$ cat src/rtl/vga_fb_arbiter.sv
// Frame RAM arbiter: display scan-out reads take priority with a fixed 3-cycle latency,
// and writer pixels queue in a small FIFO that drains on cycles the display leaves idle.
module vga_fb_arbiter #(
    parameter int ADDR_W     = 15,
    parameter int DATA_W     = 6,
    parameter int FIFO_DEPTH = 4,
    parameter int LVL_W      = $clog2(FIFO_DEPTH) + 1
) (
    input  logic              clk25M,
    input  logic              reset_n,
    input  logic              disp_req,
    input  logic [ADDR_W-1:0] disp_addr,
    output logic [DATA_W-1:0] disp_rdata,
    output logic              disp_rvalid,
    input  logic              vblank,
    input  logic              tear_free,
    input  logic              wr_valid,
    output logic              wr_ready,
    input  logic [ADDR_W-1:0] wr_addr,
    input  logic [DATA_W-1:0] wr_data,
    output logic [ADDR_W-1:0] ram_addr,
    output logic              ram_we,
    output logic [DATA_W-1:0] ram_wdata,
    input  logic [DATA_W-1:0] ram_rdata,
    output logic [LVL_W-1:0]  fifo_level,
    output logic              wr_busy
);
    localparam int PTR_W = $clog2(FIFO_DEPTH);

    typedef enum logic [1:0] {
        GNT_IDLE,
        GNT_READ,
        GNT_WRITE
    } grant_t;

    logic [ADDR_W-1:0] fifo_addr_mem [FIFO_DEPTH];
    logic [DATA_W-1:0] fifo_data_mem [FIFO_DEPTH];
    logic [PTR_W-1:0]  wr_ptr_reg;
    logic [PTR_W-1:0]  rd_ptr_reg;
    logic [LVL_W-1:0]  level_reg;
    logic [1:0]        tag_reg;
    grant_t            grant;
    logic              push;
    logic              pop;

    // Ready depends only on the registered level, never on wr_valid.
    assign wr_ready   = (level_reg < LVL_W'(FIFO_DEPTH));
    assign push       = wr_valid && wr_ready;
    assign pop        = (grant == GNT_WRITE);
    assign fifo_level = level_reg;
    assign wr_busy    = (level_reg != '0);

    always_comb begin
        grant = GNT_IDLE;
        if (disp_req) begin
            grant = GNT_READ;
        end else if ((level_reg != '0) && (!tear_free || vblank)) begin
            grant = GNT_WRITE;
        end
    end

    // FIFO storage carries no reset; only pointers and level define its contents.
    always_ff @(posedge clk25M) begin
        if (push) begin
            fifo_addr_mem[wr_ptr_reg] <= wr_addr;
            fifo_data_mem[wr_ptr_reg] <= wr_data;
        end
    end

    always_ff @(posedge clk25M or negedge reset_n) begin
        if (!reset_n) begin
            wr_ptr_reg <= '0;
            rd_ptr_reg <= '0;
            level_reg  <= '0;
        end else begin
            if (push) begin
                wr_ptr_reg <= wr_ptr_reg + PTR_W'(1);
            end
            if (pop) begin
                rd_ptr_reg <= rd_ptr_reg + PTR_W'(1);
            end
            case ({push, pop})
                2'b10:   level_reg <= level_reg + LVL_W'(1);
                2'b01:   level_reg <= level_reg - LVL_W'(1);
                default: level_reg <= level_reg;
            endcase
        end
    end

    // tag_reg[0] lines up with ram_addr, tag_reg[1] with ram_rdata.
    always_ff @(posedge clk25M or negedge reset_n) begin
        if (!reset_n) begin
            ram_addr    <= '0;
            ram_we      <= 1'b0;
            ram_wdata   <= '0;
            tag_reg     <= '0;
            disp_rvalid <= 1'b0;
            disp_rdata  <= '0;
        end else begin
            case (grant)
                GNT_READ: begin
                    ram_addr <= disp_addr;
                    ram_we   <= 1'b0;
                end
                GNT_WRITE: begin
                    ram_addr  <= fifo_addr_mem[rd_ptr_reg];
                    ram_wdata <= fifo_data_mem[rd_ptr_reg];
                    ram_we    <= 1'b1;
                end
                default: begin
                    ram_we <= 1'b0;
                end
            endcase
            tag_reg     <= {tag_reg[0], (grant == GNT_READ)};
            disp_rvalid <= tag_reg[1];
            disp_rdata  <= tag_reg[1] ? ram_rdata : '0;
        end
    end
endmodule

$ cat config.mk
export PLATFORM = sky130hd
export DESIGN_NAME = vga_fb_arbiter
export DESIGN_NICKNAME = d
export VERILOG_FILES = /design/src/rtl/vga_fb_arbiter.sv
export SDC_FILE = /design/constraint.sdc
export NUM_CORES = 1
export LEC_CHECK = 0
export CAP_MARGIN = 20
export CORE_MARGIN = 4
export CORE_UTILIZATION = 35
export DETAILED_ROUTE_END_ITERATION = 16
export GPL_ROUTABILITY_DRIVEN = 0
export HOLD_SLACK_MARGIN = 0.02
export PLACE_DENSITY_LB_ADDON = 0.3
export SLEW_MARGIN = 0
export SYNTH_ARGS = -nofsm -noshare
export SYNTH_HDL_FRONTEND = slang
export SYNTH_SLANG_ARGS = --single-unit
$ cat constraint.sdc
create_clock -name clk25M -period 4.4 [get_ports clk25M]
set_input_delay 0.44 -clock clk25M [delete_from_list [all_inputs] [get_ports clk25M]]
set_output_delay 0.44 -clock clk25M [all_outputs]
set_load 0.02 [all_outputs]
=== Word level (Yosys, flattened, before mapping) ===
Memory sizes are Yosys's and may differ from the RTL's. A register that Yosys moved wholly into a read port is not among the register bits.
Index checks and enable logic that the tools add are counted.
Widths: inputs -> output; s select.

* Reductions and logical operators: 8
* Equal/unequal tests: 4
* Bitwise logic cells: 0
* Multipliers: 0
* Shift-type cells: 0
* Multiplexer cells: 8
* Divide/modulo/power cells: 0
* Add/subtract/negate cells: 4
* Magnitude comparators: 1

{| class="wikitable"
|+ Operators with widths
! cell !! number
|-
| $pmux 15 s2 || 1
|-
| $mux 6 || 1
|-
| $pmux 3 s2 || 1
|-
| $add 2x1->2 const B || 2
|-
| $eq 2x1->1 const B || 2
|-
| $eq 2x2->1 const B || 2
|-
| $mux 2 || 2
|-
| $reduce_bool 2->1 || 2
|-
| $add 3x1->3 const B || 1
|-
| $lt 3x3->1 const B || 1
|-
| $mux 1 || 3
|-
| $reduce_bool 3->1 || 1
|-
| $sub 3x1->3 const B || 1
|-
| $logic_and 1x1->1 || 2
|-
| $logic_not 1->1 || 2
|-
| $logic_or 1x1->1 || 1
|}

* Bits in latches: 0
* Output and inout port bits: 34
* Bits in registers: 32
* Bits in read-only memories: 0
* Input port bits: 48
* Word-level logic and storage cells: 35
* Memories: 2
* RAM bits: 84

{| class="wikitable"
|+ Memories
! memory !! words !! width !! rd ports !! clocked after Yosys merged registers in !! wr ports !! line !! source
|-
| fifo_addr_mem || 4 || 15 || 1 || 0 || 1 || 36 || <nowiki>logic [ADDR_W-1:0] fifo_addr_mem [FIFO_DEPTH];</nowiki>
|-
| fifo_data_mem || 4 || 6 || 1 || 1 || 1 || 37 || <nowiki>logic [DATA_W-1:0] fifo_data_mem [FIFO_DEPTH];</nowiki>
|}

=== Longest topological paths before layout ===
* Word-level depth: 8
* Depth in mapped cells: 11
* Mapped depth without buffers: 9

=== Worst setup path before layout ===
No wires, ideal clock.

* Path type: flip-flop to flip-flop
* Start: reg level_reg[0] (netlist: fifo_level[0])
* End: reg level_reg[2] (netlist: fifo_level[2])
* Path buffers: 2
* Data arrival time: 2.238 ns
* Slack: 2.082 ns
* Cell stages (with the launch flop): 12
* Data required time: 4.320 ns
* Library setup time: 0.080 ns
* Cell sequence: dfrtp_1 -> nor3_2 -> or3_1 -> buf_4 -> inv_4 -> buf_6 -> ha_1 -> inv_1 -> fa_1 -> xor2_1 -> nor2_1 -> xnor2_1

* Longest elaborated chain between the ends: 7
* Elaborated cells between the ends (all ways): 13

{| class="wikitable"
|+ Ends and longest elaborated chain
! element !! line !! source
|-
| from (decl) || 40 || <nowiki>logic [LVL_W-1:0] level_reg;</nowiki>
|-
| from (signal assigned) || 83 || <nowiki>2'b10: level_reg <= level_reg + LVL_W'(1);</nowiki>
|-
| from (signal assigned) || 84 || <nowiki>2'b01: level_reg <= level_reg - LVL_W'(1);</nowiki>
|-
| from (signal assigned) || 85 || <nowiki>default: level_reg <= level_reg;</nowiki>
|-
| $reduce_bool 3->1 * || 57 || <nowiki>end else if ((level_reg != '0) && (!tear_free || vblank)) begin</nowiki>
|-
| $logic_and 1x1->1 * || 57 ||
|-
| $mux 2 * || 57 ||
|-
| $mux 2 * || 55 || <nowiki>if (disp_req) begin</nowiki>
|-
| $eq 2x2->1 * || 49 || <nowiki>assign pop = (grant == GNT_WRITE);</nowiki>
|-
| named net pop || 44 || <nowiki>logic pop;</nowiki>
|-
| $eq 2x1->1 or $eq 2x2->1 (tied branches) || 82 || <nowiki>case ({push, pop})</nowiki>
|-
| $pmux 3 s2 or $reduce_bool 2->1 (tied branches) || n/a ||
|}

Mark *: on every way through the listed nets, which the timed path passes. The rest lies on a longest branch.
A chain may end at the register's enable or synchronous reset.

=== Worst setup path after layout ===
* Start: in disp_req
* End: reg level_reg[2] (netlist: fifo_level[2])

* Longest elaborated chain between the ends: 4
* Elaborated cells between the ends (all ways): 6

{| class="wikitable"
|+ Ends and longest elaborated chain
! element !! line !! source
|-
| from (decl) || 11 || <nowiki>input logic disp_req,</nowiki>
|-
| $mux 2 * || 55 ||
|-
| $eq 2x2->1 * || 49 ||
|-
| $eq 2x1->1 or $eq 2x2->1 (tied branches) || 82 ||
|-
| $pmux 3 s2 or $reduce_bool 2->1 (tied branches) || n/a ||
|}

Every way passes the cells marked *; elsewhere a longest branch is shown, timed or not.

==> flow_summary.yaml <==
run_status:
  run_status: "finished clean"
die:
  die-width_um: 124
  initial_core_util_pct: 36.4
  std_cell_rows: 41
  core-area_mm2: 0.0129
  ios: 82
  dieArea_mm2: 0.0153
  die-height_um: 124
yosys:
  synth.area.mux_share_pct: 12.0
  synth-seq-area-share_pct: 74.2
  synth_cell_types: 33
  synth_top_area_share_pct: 53.9
  syn_area_per_cell_um2: 19.9
  synth_compound_area_share_pct: 3.77
  syn_nets: 289
  synthSimpleGateAreaFrac_pct: 4.43
  synth_seq_cells: 122
  synth_xor_area_share_pct: 1.12
  synth_top_family_by_area: "multiplexers"
  synth_area_leaders: "edfxtp_1, dfrtp_1, mux4_2, and2_1, a221o_1"
  synth_adder_area_share_pct: 1.76
  netlist_instances: 235
  yosysTopAreaCell: "edfxtp_1"
  synth.cell_area_mm2: 0.00468
  yosysWarnings: 0
clock_tree:
  clock_sinks: 122
  clock_path_buffers: 2
  cts_tree: "done"
  ctsHoldBuffers: 0
  h-tree-depth: 4
  numCtsBuffers: 17
  clk_latency_ps: 400
  clock-root-buffer: "clkbuf_16"
  postCtsSetupRepairBufs: 0
  cts_resized: 0
  path_clk_slew_ps: 60
worst_setup_path:
  worstSetupStartpointType: "primary input"
  worstPathRequired_ps: 4730
  cp_num_buf_inv: 4
  worst_ep_arrival_time_ps: 2950
  cp_top_family: "buffers and inverters"
  cpMaxStageDelayCell: "or3_1"
  max_stage_delay_ps: 570
  crit_path_cell_trace: "clkdlybuf4s50_1 > buf_4 > or3_1 > inv_4 > ha_1 > inv_1 > fa_1 > xor2_1 > nor2_1 > xnor2_1"
  critPathMaxFanout: 21
  cp-end-kind: "flop"
  crit_type: "in2reg"
detailed_routing:
  vias: 2439
  drt_iter0_drc: 99
  wl_met1_mm: 3.81
  detail-route-antenna-nets: 0
  wl_per_cell_um: 17.8
  top_layer_used: "met4"
  dr.pass1.iters: 4
  wl_met3_um: 629
  wl_mm: 9.17
  dr_wl_met2_mm: 4.60
  via_per_inst: 4.75
  drc_errors: 0
pwr:
  power_density_mw_per_mm2: 653
  leakage_nw: 2.30
  swShare_pct: 26.8
  seq_power_share_pct: 40.1
  ir_drop_mv: 0.269
  comb_power_share_pct: 23.4
  clockPowerShare_pct: 36.5
  p_int_w: 0.00304
  switching_power_w: 0.00111
layout:
  fin_util_pct: 49.4
  fin_nets: 383
  regMostFlops: "fifo_addr_mem"
  largest_register_ffs: 60
  layout-drive-gt1-share_pct: 20.5
  mostFrequentLayoutCell: "edfxtp_1"
  layout_common_cells: "edfxtp_1, clkdlybuf4s50_1, dfrtp_1"
  n_antenna_cell: 0
  syn2layout_area_growth_pct: 35.7
  top_regs: "fifo_addr_mem x60, fifo_data_mem x24, ram_addr x15"
  fill_cells: 1036
global_route:
  grt_pass1_wl_mm: 14.2
  track_usage_pct: 12.9
  grt_max_degree: 39
  antenna_found_initial: 0
  grt_pass1_vias: 2575
  overflow: 0
timing:
  rsz0062_at_grt: "no"
  min_period_ps: 2620
  fin_hold_ws_ps: 156
  worst_slew_pin_slew_ps: 1050
  finClkSkew_ps: 7.68
  maxSlewHeadroom_pct: 30.1
  finalMaxSlewViolations: 0
  setup_viol: 0
  tns_ps: 0
  clock.fmax_mhz: 381
  fin_crit_sh_pct: 59.6
  finalHoldViolations: 0
job:
  maxCapViolCount: 0
min_path:
  hold_path.class: "in2async"
place:
  dp_hpwl_mm: 6.02
  numPortBuffers: 81
synth_stat cells (all sizes together):
cell,instances
nor3,1
a221o,9
nand4b,1
mux2,6
and2,19
dfrtp,38
ha,5
edfxtp,84
mux4,21
mux2i,1
a221oi,1
fa,1
nor4,1
o221a,5
o21ai,1
or3,1
xnor2,5
nand2,1
nor2b,2
nand2b,6
buf,7
a21o,1
nor2,1
inv,11
clkbuf,4
a21oi,1
xor2,1
path summary, 6_finish.rpt:
kind | startpoint | to | slack (ps) | cells after the start
worst max-delay path | disp_req | fifo_level[2] | 1780 | 10
worst min-delay path | reset_n | ram_addr[12] | 160 | 1
max in group asynchronous | reset_n | rd_ptr_reg[0] | 3630 | 1
worst min register to register | tag_reg[0] | tag_reg[1] | 350 | 0
min in group clk25M | tag_reg[0] | tag_reg[1] | 350 | 0
worst max register to register | fifo_level[0] | fifo_level[2] | 1970 | 9
power groups by stage:
stage | Sequential, W | Clock (W) | Combinational [W]
after CTS | 0.00167 | 0.00154 | 0.000993
after floorplan | 0.00168 | 0 | 0.000599
after detailed placement | 0.00169 | 0 | 0.000989
after global routing | 0.00170 | 0.00159 | 0.00105
final | 0.00166 | 0.00151 | 0.000972
after global placement | 0.00169 | 0 | 0.000954
layer usage:
metal / track usage, % / up-vias
met3: 4.31 / 11
met4: 5.40 / 0
met5: 0 / -
met1: 15.7 / 1231
li1: - / 1118
met2: 21.0 / 79
per-stage QoR:
step | setup slack [ps] | cell area (um2) | power (W) | std cells
after floorplan | 2080 | 4680 | 0.00228 | 235
final | 1780 | 6350 | 0.00415 | 514
after global placement | 1410 | 5640 | 0.00264 | 479
after global routing | 1640 | 6350 | 0.00435 | 514
after CTS | 1760 | 6350 | 0.00421 | 514
after detailed placement | 1340 | 5690 | 0.00268 | 482
area by class of cell:
| cell class | instances | area, um2 | area share (%) |
|---|---|---|---|
| Inverter | 11 | 43.8 | 0.689 |
| Multi-Input combinational cell | 91 | 1080 | 17.0 |
| Timing Repair Buffer | 86 | 878 | 13.8 |
| Tap cell | 172 | 215 | 3.39 |
| Sequential cell | 122 | 3470 | 54.7 |
| Clock buffer | 19 | 443 | 6.97 |
| Clock inverter | 13 | 219 | 3.45 |
cells by family (layout without fill, tap and decap cells):
kind of cell / after synthesis / in the layout
AND/OR/NAND/NOR: 33 / 33
AO/OA/AOI/OAI: 18 / 18
buffers and inverters: 22 / 129
adder cells (fa/ha/maj): 6 / 6
flip-flops: 122 / 122
XOR/XNOR: 6 / 6
multiplexers: 28 / 28
No activity file was read; power rests on OpenSTA's default activity.
==> RTL change 1 (config.mk and constraints unchanged) <==
Set the parameter `DATA_W` to 5 (it was 6).
--- a/src/rtl/vga_fb_arbiter.sv
+++ b/src/rtl/vga_fb_arbiter.sv
@@ -4,3 +4,3 @@
     parameter int ADDR_W     = 15,
-    parameter int DATA_W     = 6,
+    parameter int DATA_W     = 5,
     parameter int FIFO_DEPTH = 4,
Ports: changed (resized disp_rdata, ram_rdata, ram_wdata and wr_data); port bits go from 82 to 78. The function was not compared with the original's and may differ.
==> RTL change 1 against the original RTL <==
- core utilization grew 0.21 points
- largest power group unchanged
- sequential share of layout area fell by 0.32 points
- wire length decreased by 0.94%
- power shrank 6.2%
- worst setup slack got worse by 0.045 ns
- sequential cell count down 6
- die area decreased by 4.4%
- non-clock buffer count shrank 3
- design area is 4.4% lower
- area after synthesis down 4.7%
==> RTL change 1: results <==
# TYPE chip_impl_metric gauge
chip_impl_metric{name="critical_path_arrival",unit="ns"} 3.00
chip_impl_metric{name="global_route_wire_length_before_repair",unit="um"} 14300
chip_impl_info{name="outcome",value="finished clean"} 1
chip_impl_metric{name="largest_fanout_on_the_critical_path",unit=""} 22
chip_impl_metric{name="cellLeakagePower",unit="uW"} 0.00225
chip_impl_metric{name="mappedNetlistNets",unit=""} 279
chip_impl_metric{name="synthArstFlopShare",unit="%"} 31.0
chip_impl_metric{name="power.ir.vdd_worst",unit="mV"} 0.324
chip_impl_metric{name="drtIter0Drc",unit=""} 158
chip_impl_metric{name="post_synth_edffs",unit=""} 80
chip_impl_metric{name="groute.usage.overall",unit="%"} 13.5
chip_impl_metric{name="drt_pass1_iterations",unit=""} 4
chip_impl_metric{name="post_synth_num_cell_types",unit=""} 24
chip_impl_metric{name="grt_antenna_before_repair",unit=""} 0
chip_impl_info{name="synth_commonest_cells",value="sky130_fd_sc_hd__edfxtp_1 (80), sky130_fd_sc_hd__dfrtp_1 (36), sky130_fd_sc_hd__and2_1 (20)"} 1
chip_impl_metric{name="power.switching",unit="uW"} 1050
chip_impl_metric{name="final_nets",unit=""} 370
chip_impl_metric{name="worst_slew_pin_slew",unit="ns"} 0.975
chip_impl_info{name="largest_registers",value="fifo_addr_mem x60, fifo_data_mem x20, ram_addr x15"} 1
chip_impl_metric{name="placed_wire_length_estimate",unit="um"} 5750
chip_impl_metric{name="vias_in_the_first_global_route",unit=""} 2534
chip_impl_info{name="netlist_top_cells_area",value="sky130_fd_sc_hd__edfxtp_1 (54%), sky130_fd_sc_hd__dfrtp_1 (20%), sky130_fd_sc_hd__mux4_2 (5.6%)"} 1
chip_impl_metric{name="number_of_i_o_port_buffers",unit=""} 77
chip_impl_metric{name="wire_per_inst",unit="um"} 18.2
chip_impl_metric{name="fillCellCount",unit=""} 1030
chip_impl_metric{name="vias",unit=""} 2377
chip_impl_metric{name="clock-skew-final",unit="ns"} 0.00954
chip_impl_metric{name="grt_max_degree",unit=""} 37
chip_impl_metric{name="yosysWarningCount",unit=""} 0
chip_impl_metric{name="synth-seq-area-share",unit="%"} 74.0
chip_impl_metric{name="drive_above_1_share",unit="%"} 16.6
chip_impl_metric{name="htree_num_levels",unit=""} 4
## RTL change 1: per-layer routing
metal,wire length [um],up-vias,track usage (%)
li1,-,1070,-
met3,609,10,4.90
met1,3880,1211,16.4
met2,4480,86,21.7
met5,0,-,0
met4,118,0,5.95
## RTL change 1: cell families (layout without fill, tap and decap cells)
kind of cell,after synthesis,in the layout,synth area share [%]
buffers and inverters,28,132,2.80
AOI/OAI and AO/OA,17,17,3.70
DFF,116,116,74.0
adders and majority gates,6,6,1.85
xor gates and xnor gates,6,6,1.18
muxes,26,26,12.3
and+or+nand+nor,28,28,4.09
## RTL change 1: worst max-delay path, stage by stage
cell	delay, ns
sky130_fd_sc_hd__clkdlybuf4s50_1	0.81
sky130_fd_sc_hd__nor3_4	0.32
sky130_fd_sc_hd__buf_4	0.34
sky130_fd_sc_hd__ha_1	0.25
sky130_fd_sc_hd__inv_1	0.06
sky130_fd_sc_hd__fa_1	0.37
sky130_fd_sc_hd__xor2_1	0.15
sky130_fd_sc_hd__nor2_1	0.11
sky130_fd_sc_hd__xnor2_1	0.13
## RTL change 1: path summary, 6_finish.rpt
| kind | to | slack (ns) |
|---|---|---|
| setup reg to reg | fifo_level[2] | 2.17 |
| min in group clk25M | tag_reg[1] | 0.34 |
| hold reg to reg | tag_reg[1] | 0.34 |
| max in group asynchronous | ram_addr[0] | 3.67 |
| setup / recovery | fifo_level[2] | 1.73 |
| hold / removal | ram_we | 0.16 |
## RTL change 1: final cells by class
class / instances / area share, %
Timing Repair Buffer: 83 / 14.2
Sequential cell: 116 / 54.4
Clock buffer: 22 / 7.64
Tap cell: 168 / 3.46
Inverter: 17 / 1.05
Multi-Input combinational cell: 83 / 17.1
Clock inverter: 10 / 2.14
## RTL change 1: stage by stage
stage / instance area, um^2 / util, % / std cells / setup WS [ns] / total power, uW
4_1_cts: 6020 / 49.1 / 496 / 1.70 / 3920
5_1_grt: 6080 / 49.6 / 499 / 1.51 / 4090
2_1_floorplan: 4460 / - / 227 / 2.30 / 2140
3_3_place_gp: 5400 / 44.0 / 463 / 1.37 / 2520
6_report: 6080 / 49.6 / 499 / 1.73 / 3890
3_5_place_dp: 5430 / 44.2 / 464 / 1.30 / 2550
## RTL change 1: power groups by stage
stage	clock, uW	combinational [uW]	sequential (uW)
after floorplan	0	537	1600
after global placement	0	955	1560
after detailed placement	0	983	1570
after CTS	1380	989	1550
after global routing	1450	1080	1570
final	1360	992	1540
==> RTL change 2 (same settings) <==
Made on the original files. `disp_rdata` no longer has a reset.
--- a/src/rtl/vga_fb_arbiter.sv
+++ b/src/rtl/vga_fb_arbiter.sv
@@ -97,3 +97,2 @@
             disp_rvalid <= 1'b0;
-            disp_rdata  <= '0;
         end else begin
@@ -115,4 +114,7 @@
             disp_rvalid <= tag_reg[1];
-            disp_rdata  <= tag_reg[1] ? ram_rdata : '0;
         end
+    end
+
+    always_ff @(posedge clk25M) begin
+        disp_rdata <= tag_reg[1] ? ram_rdata : '0;
     end
Formal check against the unedited RTL: differs if reset_n is asserted again (counterexample within 4 cycles, from zero or initial values and one cycle with reset_n low); with reset_n held inactive, the same outputs for 10 cycles.
==> RTL change 2 against the original RTL <==
- critical path depth is 7 lower
- register-to-register slack better by 0.16 ns
- design area fell by 1.2%
- largest power group unchanged
- clock skew down 0.00081 ns
- area after synthesis barely moved
- synthesized cell count rose by 1.7%
- power is 5.0% lower
- global-route usage grew 0.18 points
- sequential cell count is the same
- worst setup slack better by 0.31 ns
- wire length fell by 0.60%
==> RTL change 2: results <==
# TYPE chip_impl_metric gauge
chip_impl_info{name="outcome",value="finished clean"} 1
chip_impl_metric{name="final_nets",unit=""} 388
chip_impl_metric{name="cellLeakagePower",unit="uW"} 0.00231
chip_impl_metric{name="groute.usage.overall",unit="%"} 13.1
chip_impl_metric{name="place_worst_setup_slack",unit="ns"} 1.89
chip_impl_info{name="netlist_top_cells_area",value="sky130_fd_sc_hd__edfxtp_1 (54%), sky130_fd_sc_hd__dfrtp_1 (17%), sky130_fd_sc_hd__mux4_1 (5.6%)"} 1
chip_impl_metric{name="synthArstFlopShare",unit="%"} 26.2
chip_impl_info{name="synth_commonest_cells",value="sky130_fd_sc_hd__edfxtp_1 (84), sky130_fd_sc_hd__dfrtp_1 (32), sky130_fd_sc_hd__and2_1 (21)"} 1
chip_impl_metric{name="vias_in_the_first_global_route",unit=""} 2582
chip_impl_metric{name="dr_wl_met3",unit="um"} 819
chip_impl_info{name="clock-root-buffer",value="sky130_fd_sc_hd__clkbuf_16"} 1
chip_impl_metric{name="mappedNetlistNets",unit=""} 293
chip_impl_metric{name="antennaDiodeCount",unit=""} 0
chip_impl_metric{name="yosys.area_share.xor_xnor",unit="%"} 1.12
chip_impl_metric{name="drtIter0Drc",unit=""} 106
chip_impl_metric{name="grt_max_degree",unit=""} 33
chip_impl_metric{name="drt_pass1_iterations",unit=""} 4
chip_impl_metric{name="global_route_wire_length_before_repair",unit="um"} 14300
chip_impl_metric{name="number_of_i_o_port_buffers",unit=""} 81
chip_impl_metric{name="post_synth_num_cell_types",unit=""} 27
chip_impl_metric{name="critical_path_arrival",unit="ns"} 1.87
chip_impl_metric{name="synth_mux_area_share",unit="%"} 12.6
chip_impl_metric{name="power.share.switching",unit="%"} 27.5
chip_impl_metric{name="synth_compound_area_share",unit="%"} 3.42
chip_impl_metric{name="m1WireLength",unit="um"} 3980
chip_impl_metric{name="clock-skew-final",unit="ns"} 0.00687
chip_impl_metric{name="drive_above_1_share",unit="%"} 16.4
chip_impl_metric{name="power.ir.vdd_worst",unit="mV"} 0.311
chip_impl_metric{name="placed_wire_length_estimate",unit="um"} 5740
chip_impl_metric{name="timing.max_slew.rel_slack",unit="%"} 31.5
chip_impl_metric{name="synth_fa_ha_area_share",unit="%"} 1.76
chip_impl_metric{name="wl_met2",unit="um"} 4210
chip_impl_metric{name="largest_fanout_on_the_critical_path",unit=""} 8
chip_impl_metric{name="wire_per_inst",unit="um"} 17.4
chip_impl_info{name="route.top_layer_used",value="met4"} 1
chip_impl_metric{name="vias",unit=""} 2446
chip_impl_metric{name="synth-seq-area-share",unit="%"} 73.5
## RTL change 2: kinds of logic (layout without fill, tap and decap cells)
kind of cell,after synthesis,after routing
flip-flops,122,122
AND/OR/NAND/NOR,32,32
multiplexers,28,28
buffers and inverters,28,136
AO/OA/AOI/OAI,17,17
adder cells (fa/ha/maj),6,6
XOR/XNOR,6,6
## RTL change 2: cell type report
class,instances,area [um^2]
Clock buffer,27,556
Clock inverter,5,27.5
Fill cell,1120,6910
Inverter,16,60.1
Multi-Input combinational cell,89,1100
Sequential cell,122,3440
Tap cell,176,220
Timing Repair Buffer,88,873
## RTL change 2: worst max-delay path: stages (launching register included)
cell	delay (ns)
sky130_fd_sc_hd__dfrtp_1	0.44
sky130_fd_sc_hd__nor3_4	0.42
sky130_fd_sc_hd__inv_1	0.07
sky130_fd_sc_hd__clkdlybuf4s50_1	0.54
## RTL change 2: final timing paths
path | endpoint | slack (ns) | depth (start not counted) | startpoint
min reg2reg | tag_reg[1] | 0.35 | 0 | tag_reg[0]
max reg2reg | ram_addr[9] | 2.13 | 4 | rd_ptr_reg[0]
min in group clk25M | tag_reg[1] | 0.35 | 0 | tag_reg[0]
min | ram_wdata[0] | 0.12 | 1 | reset_n
max | wr_busy | 2.09 | 3 | fifo_level[0]
max in group asynchronous | ram_addr[10] | 3.78 | 1 | reset_n
## RTL change 2: power by group through the flow
stage | clock network (uW) | logic (uW) | registers (uW)
3_5_place_dp | 0 | 1010 | 1660
2_1_floorplan | 0 | 584 | 1680
4_1_cts | 1350 | 1010 | 1640
3_3_place_gp | 0 | 986 | 1650
5_1_grt | 1410 | 1080 | 1660
6_report | 1320 | 991 | 1630
## RTL change 2: through the flow
step / total power (uW) / cell area [um^2] / util (%) / std cells
CTS: 4000 / 6280 / 47.6 / 523
floorplan: 2270 / 4690 / - / 239
finish: 3940 / 6280 / 47.6 / 523
global placement: 2640 / 5670 / 43.0 / 489
global route: 4160 / 6280 / 47.6 / 523
detailed placement: 2670 / 5700 / 43.2 / 491
## RTL change 2: metal layers
layer	up-vias	track usage, %
met4	0	4.57
met3	13	4.90
met5	-	0
met2	94	19.9
li1	1128	-
met1	1211	17.2
